===== config.mk =====
export PLATFORM = sky130hd
export DESIGN_NAME = eth_axi_rd_master
export DESIGN_NICKNAME = d
export VERILOG_FILES = /design/src/rtl/utils_pkg.sv /design/src/rtl/eth_axi_rd_master_skid.sv /design/src/rtl/eth_axi_rd_master.sv
export SDC_FILE = /design/constraint.sdc
export NUM_CORES = 1
export LEC_CHECK = 0
export BUFFER_PORTS_ARGS = -buffer_cell sky130_fd_sc_hd__buf_4
export CAP_MARGIN = 20
export CORE_MARGIN = 8
export CORE_UTILIZATION = 45
export DETAILED_ROUTE_END_ITERATION = 6
export GPL_TIMING_DRIVEN = 1
export PLACE_DENSITY = 0.87
export SETUP_SLACK_MARGIN = 0.5
export SYNTH_ARGS = -nofsm -noshare
export SYNTH_HDL_FRONTEND = slang
export SYNTH_SLANG_ARGS = --single-unit

===== constraint.sdc =====
create_clock -name clk -period 5.9 [get_ports clk]
set_input_delay 0.295 -clock clk [delete_from_list [all_inputs] [get_ports clk]]
set_output_delay 0.295 -clock clk [all_outputs]
set_load 0.005 [all_outputs]

===== src/rtl/utils_pkg.sv =====
// rtl/utils_pkg.sv - shared AXI types, constants and read-master state encoding
package utils_pkg;

  localparam int AXI_ADDR_W = 32;
  localparam int AXI_DATA_W = 32;
  localparam int AXI_ID_W   = 4;
  localparam int AXI_USER_W = 1;

  localparam logic [1:0] AXI_OKAY    = 2'b00;
  localparam logic [1:0] AXI_INCR    = 2'b01;
  localparam logic [2:0] AXI_SIZE_4B = 3'b010;

  typedef logic [AXI_ADDR_W-1:0] axi_addr_t;
  typedef logic [AXI_DATA_W-1:0] axi_data_t;
  typedef logic [AXI_ID_W-1:0]   axi_id_t;

  typedef struct packed {
    axi_id_t               awid;
    axi_addr_t             awaddr;
    logic [7:0]            awlen;
    logic [2:0]            awsize;
    logic [1:0]            awburst;
    logic                  awlock;
    logic [3:0]            awcache;
    logic [2:0]            awprot;
    logic [3:0]            awqos;
    logic [3:0]            awregion;
    logic [AXI_USER_W-1:0] awuser;
    logic                  awvalid;
    axi_data_t             wdata;
    logic [3:0]            wstrb;
    logic                  wlast;
    logic [AXI_USER_W-1:0] wuser;
    logic                  wvalid;
    logic                  bready;
    axi_id_t               arid;
    axi_addr_t             araddr;
    logic [7:0]            arlen;
    logic [2:0]            arsize;
    logic [1:0]            arburst;
    logic                  arlock;
    logic [3:0]            arcache;
    logic [2:0]            arprot;
    logic [3:0]            arqos;
    logic [3:0]            arregion;
    logic [AXI_USER_W-1:0] aruser;
    logic                  arvalid;
    logic                  rready;
  } s_axi_mosi_t;

  typedef struct packed {
    logic                  awready;
    logic                  wready;
    axi_id_t               bid;
    logic [1:0]            bresp;
    logic [AXI_USER_W-1:0] buser;
    logic                  bvalid;
    logic                  arready;
    axi_id_t               rid;
    axi_data_t             rdata;
    logic [1:0]            rresp;
    logic                  rlast;
    logic [AXI_USER_W-1:0] ruser;
    logic                  rvalid;
  } s_axi_miso_t;

  typedef struct packed {
    axi_addr_t   addr;
    logic [15:0] words;
  } axi_rd_cmd_t;

  typedef enum logic [1:0] {IDLE, AR, R, DONE} eth_rd_mst_st_t;

endpackage


===== src/rtl/eth_axi_rd_master_skid.sv =====
// rtl/eth_axi_rd_master_skid.sv - eth_rd_skid: 1-deep registered output stage with valid/ready
module eth_rd_skid
  import utils_pkg::*;
(
  input  logic      clk,
  input  logic      rst,
  input  axi_data_t s_tdata,
  input  logic      s_tlast,
  input  logic      s_tvalid,
  output logic      s_tready,
  output axi_data_t m_tdata,
  output logic      m_tlast,
  output logic      m_tvalid,
  input  logic      m_tready
);

  // Accept a new word whenever the register is empty or is being drained this cycle
  assign s_tready = m_tready || !m_tvalid;

  // Output register: only loads on acceptance, so it holds steady while stalled
  always_ff @(posedge clk) begin
    if (!rst) begin
      m_tvalid <= 1'b0;
      m_tlast  <= 1'b0;
      m_tdata  <= '0;
    end else if (s_tready) begin
      m_tvalid <= s_tvalid;
      m_tlast  <= s_tvalid && s_tlast;
      if (s_tvalid) begin
        m_tdata <= s_tdata;
      end
    end
  end

endmodule


===== src/rtl/eth_axi_rd_master.sv =====
// rtl/eth_axi_rd_master.sv - AXI4 read initiator splitting word commands into 4 KiB-safe INCR bursts
module eth_axi_rd_master
  import utils_pkg::*;
#(
  parameter int      MAX_BURST = 16,
  parameter int      CNT_W     = 16,
  parameter axi_id_t TXN_ID    = '0
) (
  input  logic             clk,
  input  logic             rst,
  input  logic             cmd_valid_i,
  output logic             cmd_ready_o,
  input  axi_addr_t        cmd_addr_i,
  input  logic [CNT_W-1:0] cmd_words_i,
  output s_axi_mosi_t      axi_mosi_o,
  input  s_axi_miso_t      axi_miso_i,
  output axi_data_t        rd_data_o,
  output logic             rd_valid_o,
  output logic             rd_last_o,
  input  logic             rd_ready_i,
  output logic             done_o,
  output logic             err_o
);

  eth_rd_mst_st_t   state_q, state_d;
  axi_addr_t        addr_q, addr_d;
  logic [CNT_W-1:0] rem_q, rem_d;
  logic [8:0]       beats_q, beats_d;
  logic [8:0]       bcnt_q, bcnt_d;
  logic             err_q, err_d;
  logic             done_q, done_d;

  logic [12:0]      page_bytes;
  logic [31:0]      beats_w;
  logic [8:0]       burst_beats;
  logic             skid_valid, skid_ready, skid_last;
  logic             r_hs;
  logic             unused_bits;

  // Burst size: smallest of remaining words, MAX_BURST and words left in the 4 KiB page
  always_comb begin
    page_bytes = 13'h1000 - {1'b0, addr_q[11:0]};
    beats_w    = 32'(MAX_BURST);
    if (32'(rem_q) < beats_w) beats_w = 32'(rem_q);
    if (32'(page_bytes[12:2]) < beats_w) beats_w = 32'(page_bytes[12:2]);
    burst_beats = beats_w[8:0];
  end

  // Final word of the command: last beat of a burst with nothing left to request
  assign skid_last = axi_miso_i.rlast && (rem_q == '0);

  // Next-state, datapath updates and AXI request outputs
  always_comb begin
    state_d     = state_q;
    addr_d      = addr_q;
    rem_d       = rem_q;
    beats_d     = beats_q;
    bcnt_d      = bcnt_q;
    err_d       = err_q;
    done_d      = 1'b0;
    cmd_ready_o = 1'b0;
    skid_valid  = 1'b0;
    r_hs        = 1'b0;
    axi_mosi_o         = '0;
    axi_mosi_o.bready  = 1'b1;
    axi_mosi_o.arid    = TXN_ID;
    axi_mosi_o.araddr  = addr_q;
    axi_mosi_o.arlen   = 8'(burst_beats - 9'd1);
    axi_mosi_o.arsize  = AXI_SIZE_4B;
    axi_mosi_o.arburst = AXI_INCR;
    unique case (state_q)
      IDLE: begin
        cmd_ready_o = 1'b1;
        if (cmd_valid_i) begin
          addr_d  = cmd_addr_i;
          rem_d   = cmd_words_i;
          err_d   = 1'b0;
          state_d = (cmd_words_i == '0) ? DONE : AR;
        end
      end
      AR: begin
        axi_mosi_o.arvalid = 1'b1;
        if (axi_miso_i.arready) begin
          addr_d  = addr_q + AXI_ADDR_W'({burst_beats, 2'b00});
          rem_d   = rem_q - CNT_W'(burst_beats);
          beats_d = burst_beats;
          bcnt_d  = '0;
          state_d = R;
        end
      end
      R: begin
        axi_mosi_o.rready = skid_ready;
        skid_valid        = axi_miso_i.rvalid;
        r_hs              = axi_miso_i.rvalid && skid_ready;
        if (r_hs) begin
          bcnt_d = bcnt_q + 9'd1;
          if (axi_miso_i.rresp != AXI_OKAY || axi_miso_i.rid != TXN_ID) err_d = 1'b1;
          if (axi_miso_i.rlast) begin
            // early rlast is flagged but still ends the burst
            if (bcnt_q != beats_q - 9'd1) err_d = 1'b1;
            state_d = (rem_q != '0) ? AR : DONE;
          end else if (bcnt_q == beats_q - 9'd1) begin
            // missing rlast: keep accepting until the slave ends the burst
            err_d = 1'b1;
          end
        end
      end
      DONE: begin
        if (!rd_valid_o || rd_ready_i) begin
          done_d  = 1'b1;
          state_d = IDLE;
        end
      end
      default: state_d = IDLE;
    endcase
  end

  // State and datapath registers
  always_ff @(posedge clk) begin
    if (!rst) begin
      state_q <= IDLE;
      addr_q  <= '0;
      rem_q   <= '0;
      beats_q <= '0;
      bcnt_q  <= '0;
      err_q   <= 1'b0;
      done_q  <= 1'b0;
    end else begin
      state_q <= state_d;
      addr_q  <= addr_d;
      rem_q   <= rem_d;
      beats_q <= beats_d;
      bcnt_q  <= bcnt_d;
      err_q   <= err_d;
      done_q  <= done_d;
    end
  end

  assign done_o = done_q;
  assign err_o  = err_q;

  eth_rd_skid u_skid (
    .clk      (clk),
    .rst      (rst),
    .s_tdata  (axi_miso_i.rdata),
    .s_tlast  (skid_last),
    .s_tvalid (skid_valid),
    .s_tready (skid_ready),
    .m_tdata  (rd_data_o),
    .m_tlast  (rd_last_o),
    .m_tvalid (rd_valid_o),
    .m_tready (rd_ready_i)
  );

  assign unused_bits = ^{page_bytes[1:0], beats_w[31:9], axi_miso_i.awready, axi_miso_i.wready,
                         axi_miso_i.bid, axi_miso_i.bresp, axi_miso_i.buser, axi_miso_i.bvalid,
                         axi_miso_i.ruser};

endmodule


==> results.md, run 1 <==
* CP Data Required Time at 6.19 ns
* I/O pins at 316
* P_leak at 4.044 nW
* Final count of hold timing violations at 0
* Via/cell ratio at 5.630
* Status: completed
* Synth warn at 0
* # hold bufs at CTS at 0
* TritonRoute pass-1 iters at 7
* Startpoint Class: flip-flop
* Nets at 1344
* Core ar. at approximately 17000 um^2
* All-Layer GR Usage at a little over a fifth
* CTS Buf Count at 9
* Worst-Margin Slew at 1.089 ns
* EDFF count, synth at 0
* Post-synthesis cell type count at 86
* Commonest cells after routing, fill and taps aside: 211 x buf_4, 150 x nand2_1, 139 x conb_1
* Fill count at around 1600
* Mapped cell area at 7809 um^2
* Clock skew at 0.01177 ns
* DIE HEIGHT at 147.7 um
* Unrepaired setup endpoints after global routing: yes
* Synth top area share at 26.66%
* Worst reg-to-reg setup slack at approximately 0.56 ns
* Busiest grt layer: met2
* CTS Sinks at 104
* Port Buffer Count at 171
* Core Util, Final at 55.38%
* Commonest non-fill, non-tap cell in the layout: buf_4
* Pin count of the biggest net entering global routing at 72
* Layout area overhead at 21.39%
* Setup Viol. Count Final at 0
* Initial antenna violation count at 0
* Reg-to-Reg Start: addr_q[6]$_SDFFE_PN0P_
* Worst r2r path cells at 23
* Hold Path Depth at 3
* Setup TNS at 0 ns
* Sequential cell area fraction in the yosys report at a little over a quarter
* Area contributors post-synth: dfxtp_1 27%, buf_4 13%, nand2_1 7.3%
* Register bit total from synthesis at approximately 100
* Max VDD drop at 0.0002065 V
* Hold endpoint: u_skid.m_tdata[24]$_SDFFE_PN0P_
* Starting Density at 45.62%
* Tmin final at 5.341 ns
* Layout cell share with drive strength beyond 1 at a little under a quarter
* Detail Route Antenna Nets at 0
* Longest Clk Path Bufs at 2
* Drt total wl at 25.98 mm
* Mean Syn Cell Area at 7.472 um^2
* Post-synth ARST share at 0%
* Routed vias at 8152
* Syn Inst Count at about 1000
* Met1 Resource Use GR at 25.92%
* Power Total at roughly 0.0035 W
* Crit path kind: flip-flop to flip-flop
* Vias in the first global route at 7629
* Area after detailed placement at 8931 um^2
* GRT Residual Overflow at 0
* Reg clk slew, reported paths at about 0.09 ns
* Row Count at 48
* Synth area leader: dfxtp_1
* Relative slew slack at 27.20%
* Final Max Tran Viols at 0
* Maxcap violations at 0
* Peak Freq at 187.2 MHz
* Met2 Use GR at a little under two fifths
* DIE AREA at 21820 um^2
* Worst Path Max Fanout at 7
* HPWL after DPL at 19.22 mm
* Worst-skew pair later-pin latency at 0.37 ns
* Top_reg_cell synth: dfxtp_1
* N_diodes at 0
* First-pass GRT wire length at 39.12 mm
* Min-delay src: axi_miso_i[29]
* Placer Congestion at 1.009
* Final instance area at 9479 um^2
* Min-delay worst type: primary input to flip-flop
* RR Endpoint: addr_q[30]$_SDFFE_PN0P_
* Worst Path Arrival at 5.63 ns
* DR iter-0 viols at 767
* DR WL/cell at 17.94 um
* Number of H-tree levels at 3
* Root Driver: clkbuf_16
* Drc violations at 0
* PD cells at 364.8 nW/um^2
* CTS tree: built
* CP Capture Type: flip-flop
* Fin crit share at 90.52%
* Die W at 147.7 um
* M3 GR Usage at 4.249%
cells in the mapped netlist (all sizes together), types with 17 or more instances:
cell      n
a31oi    17
nor2     76
inv      27
nand2   154
xor2     19
ha       22
a21oi    90
buf     149
clkbuf   40
nor3     22
xnor2    24
o21ai    45
nand3    40
nor4     17
dfxtp   104
logic make-up after synthesis:
family	synth area share (%)
adders and majority gates	4.230
muxes	0.6730
and+or+nand+nor	22.99
other	0.09617
DFF	26.66
buffers and inverters	17.26
xor gates and xnor gates	4.919
AOI/OAI and AO/OA	23.17
critical path: stages, from the launching register on:
cell	delay, ns
dfxtp_2	0.32
or4_4	0.57
nor3_4	0.19
nand2_2	0.09
or2_4	0.29
nor3_4	0.17
nor2_1	0.07
ha_1	0.34
nand3_4	0.11
a211o_1	0.34
a41oi_2	0.27
nor2_4	0.07
a22oi_2	0.21
inv_2	0.08
ha_4	0.28
nor2_2	0.06
maj3_1	0.36
nand2_1	0.09
a21oi_2	0.07
a31oi_4	0.24
a31oi_4	0.15
nand2b_4	0.21
or4_1	0.54
a21oi_2	0.15
layer usage:
metal | vias up | routed length, um
li1 | 3795 | -
met1 | 3804 | 9841
met2 | 476 | 12760
met3 | 77 | 2459
met4 | 0 | 914
met5 | - | 0
sequential cells by signal, summed over array words and instances (netlist names):
| signal | flops |
|---|---|
| done_o | 1 |
| u_skid.m_tlast | 1 |
| addr_q | 32 |
| beats_q | 9 |
| u_skid.m_tvalid | 1 |
| rem_q | 16 |
| u_skid.m_tdata | 32 |
| bcnt_q | 9 |
| state_q | 2 |
| err_o | 1 |
worst max path at each step:
stage | startpoint | slack [ns] | to
6_report | addr_q[6]$_SDFFE_PN0P_ | 0.56 | addr_q[30]$_SDFFE_PN0P_
5_1_grt | addr_q[6]$_SDFFE_PN0P_ | 0.40 | addr_q[27]$_SDFFE_PN0P_
4_1_cts | addr_q[3]$_SDFFE_PN0P_ | 0.50 | addr_q[13]$_SDFFE_PN0P_
3_5_place_dp | addr_q[3]$_SDFFE_PN0P_ | 0.30 | addr_q[17]$_SDFFE_PN0P_
3_3_place_gp | addr_q[3]$_SDFFE_PN0P_ | 0.46 | rem_q[13]$_SDFFE_PN0P_
2_1_floorplan | addr_q[3]$_SDFFE_PN0P_ | 0.50 | addr_q[30]$_SDFFE_PN0P_
final cells by class:
type | instances | area [um^2] | share of cell area [%]
clock buffers | 9 | 225.2 | 2.376
well taps | 225 | 281.5 | 2.970
clock inverters | 7 | 75.07 | 0.7920
inverters | 28 | 106.4 | 1.122
flip-flops and latches | 104 | 2085 | 21.99
repair buffers | 214 | 1615 | 17.04
multi-input cells | 861 | 5091 | 53.71
per-stage QoR:
step / setup WS [ns] / std cells / hold WS [ns]
after floorplan: 0.5042 / 1182 / 0.4310
after CTS: 0.5007 / 1435 / 0.1578
after detailed placement: 0.3017 / 1417 / 0.4466
after global placement: 0.4636 / 1416 / 0.4412
after global routing: 0.4021 / 1448 / 0.1657
final: 0.5593 / 1448 / 0.1621
what timing repair did:
action / 4_1_cts / 5_1_grt
buffers inserted: 2 / 12
setup endpoints to repair: 17 / 34
resized for setup: 6 / 22
pin swaps: 3 / 23
cloned: 0 / 1
where the power goes:
group / internal [W] / switching, W
combinational: 0.000834 / 0.00115
clock: 0.000300 / 0.000313
sequential: 0.000766 / 0.0000957
total: 0.00190 / 0.00156
No activity file was read; power rests on OpenSTA's default activity.
==> run 2, diff against run 1 <==
--- a/config.mk
+++ b/config.mk
@@ -11,7 +11,7 @@
 export CORE_UTILIZATION = 45
 export DETAILED_ROUTE_END_ITERATION = 6
 export GPL_TIMING_DRIVEN = 1
-export PLACE_DENSITY = 0.87
+export PLACE_DENSITY_LB_ADDON = 0.12
 export SETUP_SLACK_MARGIN = 0.5
 export SYNTH_ARGS = -nofsm -noshare
 export SYNTH_HDL_FRONTEND = slang
==> results.md, run 2 (synthesis results as in run 1) <==
* Status: completed
* Setup Viol. Count Final at 0 (unchanged)
* HPWL after DPL at 18.79 mm (-2.2%)
* Crit path kind: flip-flop to flip-flop
* PD cells at 359.5 nW/um^2 (-1.5%)
* Placer Congestion at 0.8947 (-11%)
* Peak Freq at 191.1 MHz (+2.0%)
* CTS tree: built
* Clock skew at 0.007262 ns (-0.004511 ns)
* GRT Residual Overflow at 0 (unchanged)
* Switching share of power at 44.08% (-0.98 points)
* All-Layer GR Usage at 21.82% (+0.025 points)
* Final count of hold timing violations at 0 (unchanged)
* Setup TNS at 0 ns (unchanged)
* CP Capture Type: flip-flop
* Core ar. at 17120 um^2 (unchanged)
* Commonest cells after routing, fill and taps aside: 210 x buf_4, 149 x nand2_1, 139 x conb_1
* I/O pins at 316 (unchanged)
* Gate power share at 56.6% (-0.8 points)
* Maxcap violations at 0 (unchanged)
* Pin count of the biggest net entering global routing at 74 (+2.8%)
* Via/cell ratio at 5.391 (-4.2%)
* Root Driver: clkbuf_16
* Starting Density at 45.62% (unchanged)
* Worst-skew pair later-pin latency at 0.35 ns (-0.02 ns)
* Critical path's top delay family: simple AND/OR/NAND/NOR gates
* Setup WS pre-CTS at 0.2864 ns (-0.01528 ns)
* N_diodes at 0 (unchanged)
* # hold bufs at CTS at 0 (unchanged)
* Dpl cells at 1415 (-0.14%)
* Vias in the first global route at 7339 (-3.8%)
* Longest Clk Path Bufs at 2 (unchanged)
* Port Buffer Count at 171 (unchanged)
* Commonest non-fill, non-tap cell in the layout: buf_4
* Startpoint Class: flip-flop
* Int Pwr at 0.001903 W (+0.19%)
* First-pass GRT wire length at 39.19 mm (+0.18%)
* Slowest library cell on the worst path: or4_4
* Drt total wl at 25.19 mm (-3.0%)
* Layout area overhead at 21.26%
* Worst-Margin Slew at 0.8743 ns (-0.2150 ns)
* Crit-path cells: or4_4 -> nor3_4 -> nand2_2 -> or2_4 -> nor3_4 -> nor2_1 -> ha_1 -> nand3_4 -> a211o_1 -> a41oi_2 -> nor2_4 -> a22oi_2 -> inv_2 -> ha_4 -> nor2_2 -> maj3_2 -> nand2_1 -> a21oi_2 -> a31oi_2 -> a31oi_1 -> buf_4 -> nand2b_4 -> or4_1 -> a21oi_1
* Critical Path Most Common Cell: nor3_4
* Reg clk slew, reported paths at 0.08 ns (about the same)
* CP peak stage delay at 0.57 ns (about the same)
* Initial antenna violation count at 0 (unchanged)
* Die W at 147.7 um (unchanged)
* P_leak at 4.046 nW (about the same)
* CP Data Required Time at 6.18 ns (about the same)
* Max VDD drop at 0.0001818 V (-12%)
* DIE AREA at 21820 um^2 (unchanged)
* Unrepaired setup endpoints after global routing: yes
* Number of H-tree levels at 3 (unchanged)
* Worst Path Max Fanout at 7 (unchanged)
* CTS Buf Count at 9 (unchanged)
* Psw at 0.001501 W (-3.7%)
* TritonRoute pass-1 iters at 7 (unchanged)
* Layout cell share with drive strength beyond 1 at 23.34% (-0.13 points)
* Drc violations at 0 (unchanged)
* Min-delay worst type: primary input to flip-flop
* DR iter-0 viols at 542 (-29%)
* Tmin final at 5.234 ns (-0.1068 ns)
* Share of power burned in registers at 25.1% (+0.2 points)
* Final Max Tran Viols at 0 (unchanged)
* Largest registers: addr_q (32), u_skid.m_tdata (32), rem_q (16)
* Relative slew slack at 41.71% (+15 points)
* Finished Layout Cells at 1446 (-0.14%)
* Clk pwr share at 18.3% (+0.6 points)
* CTS Sinks at 104 (unchanged)
* Row Count at 48 (unchanged)
* Core Util, Final at 55.32% (-0.058 points)
* Worst Path Arrival at 5.52 ns (-0.11 ns)
* CP Buf/Inv Count at 2 (+1)
* Detail Route Antenna Nets at 0 (unchanged)
* DIE HEIGHT at 147.7 um (unchanged)
* Final worst slack at 0.6661 ns (+0.1068 ns)
* Nets at 1342 (-0.15%)
* Fin crit share at 88.71% (-1.8 points)
* DR WL/cell at 17.42 um (-2.9%)
* Routed vias at 7795 (-4.4%)
run 2: power groups by stage:
| stage | Combinational [W] | Clock [W] | Sequential (W) |
|---|---|---|---|
| finish | 0.00193 | 0.000623 | 0.000855 |
| global route | 0.00209 | 0.000662 | 0.000867 |
| CTS | 0.00181 | 0.000635 | 0.000852 |
| detailed placement | 0.00177 | 0 | 0.000867 |
| global placement | 0.00176 | 0 | 0.000867 |
| floorplan | 0.00129 | 0 | 0.000842 |
run 2: layout make-up:
class,count,area [um^2]
clock inverter,6,62.56
tap,225,281.5
fill,1703,7647
timing repair buffer,212,1615
multi-input combinational,861,5081
clock buffer,10,239.0
inverter,28,106.4
sequential,104,2083
run 2: path summary, 6_finish.rpt:
path | slack (ns) | cells after the start | endpoint | start
setup / recovery | 0.67 | 24 | addr_q[30]$_SDFFE_PN0P_ | addr_q[6]$_SDFFE_PN0P_
hold / removal | 0.18 | 3 | u_skid.m_tdata[15]$_SDFFE_PN0P_ | axi_miso_i[20]
setup reg to reg | 0.67 | 24 | addr_q[30]$_SDFFE_PN0P_ | addr_q[6]$_SDFFE_PN0P_
hold reg to reg | 0.46 | 2 | u_skid.m_tdata[23]$_SDFFE_PN0P_ | u_skid.m_tdata[23]$_SDFFE_PN0P_
run 2: metal layers:
| metal | routed length [um] | track usage [%] |
|---|---|---|
| met4 | 394 | 5.813 |
| met3 | 1808 | 4.616 |
| met5 | 0 | 0 |
| met2 | 12080 | 36.49 |
| met1 | 10910 | 27.87 |
run 2: through the flow:
stage / power [W] / hold slack (ns) / cell area, um^2
3_3_place_gp: 0.002626 / 0.4426 / 8909
3_5_place_dp: 0.002634 / 0.4472 / 8909
2_1_floorplan: 0.002127 / 0.4310 / 8394
5_1_grt: 0.003623 / 0.1699 / 9469
4_1_cts: 0.003302 / 0.1688 / 9269
6_report: 0.003404 / 0.1810 / 9469
run 2: worst min-delay path, stage by stage:
cell	delay [ns]
buf_4	0.11
nand2_1	0.04
a21oi_1	0.05
run 2: timing repair:
item,in CTS,in global routing
buffers inserted,3,11
setup endpoints to repair,8,24
gates resized for setup,6,24
pin swaps,4,16
gates cloned,0,0
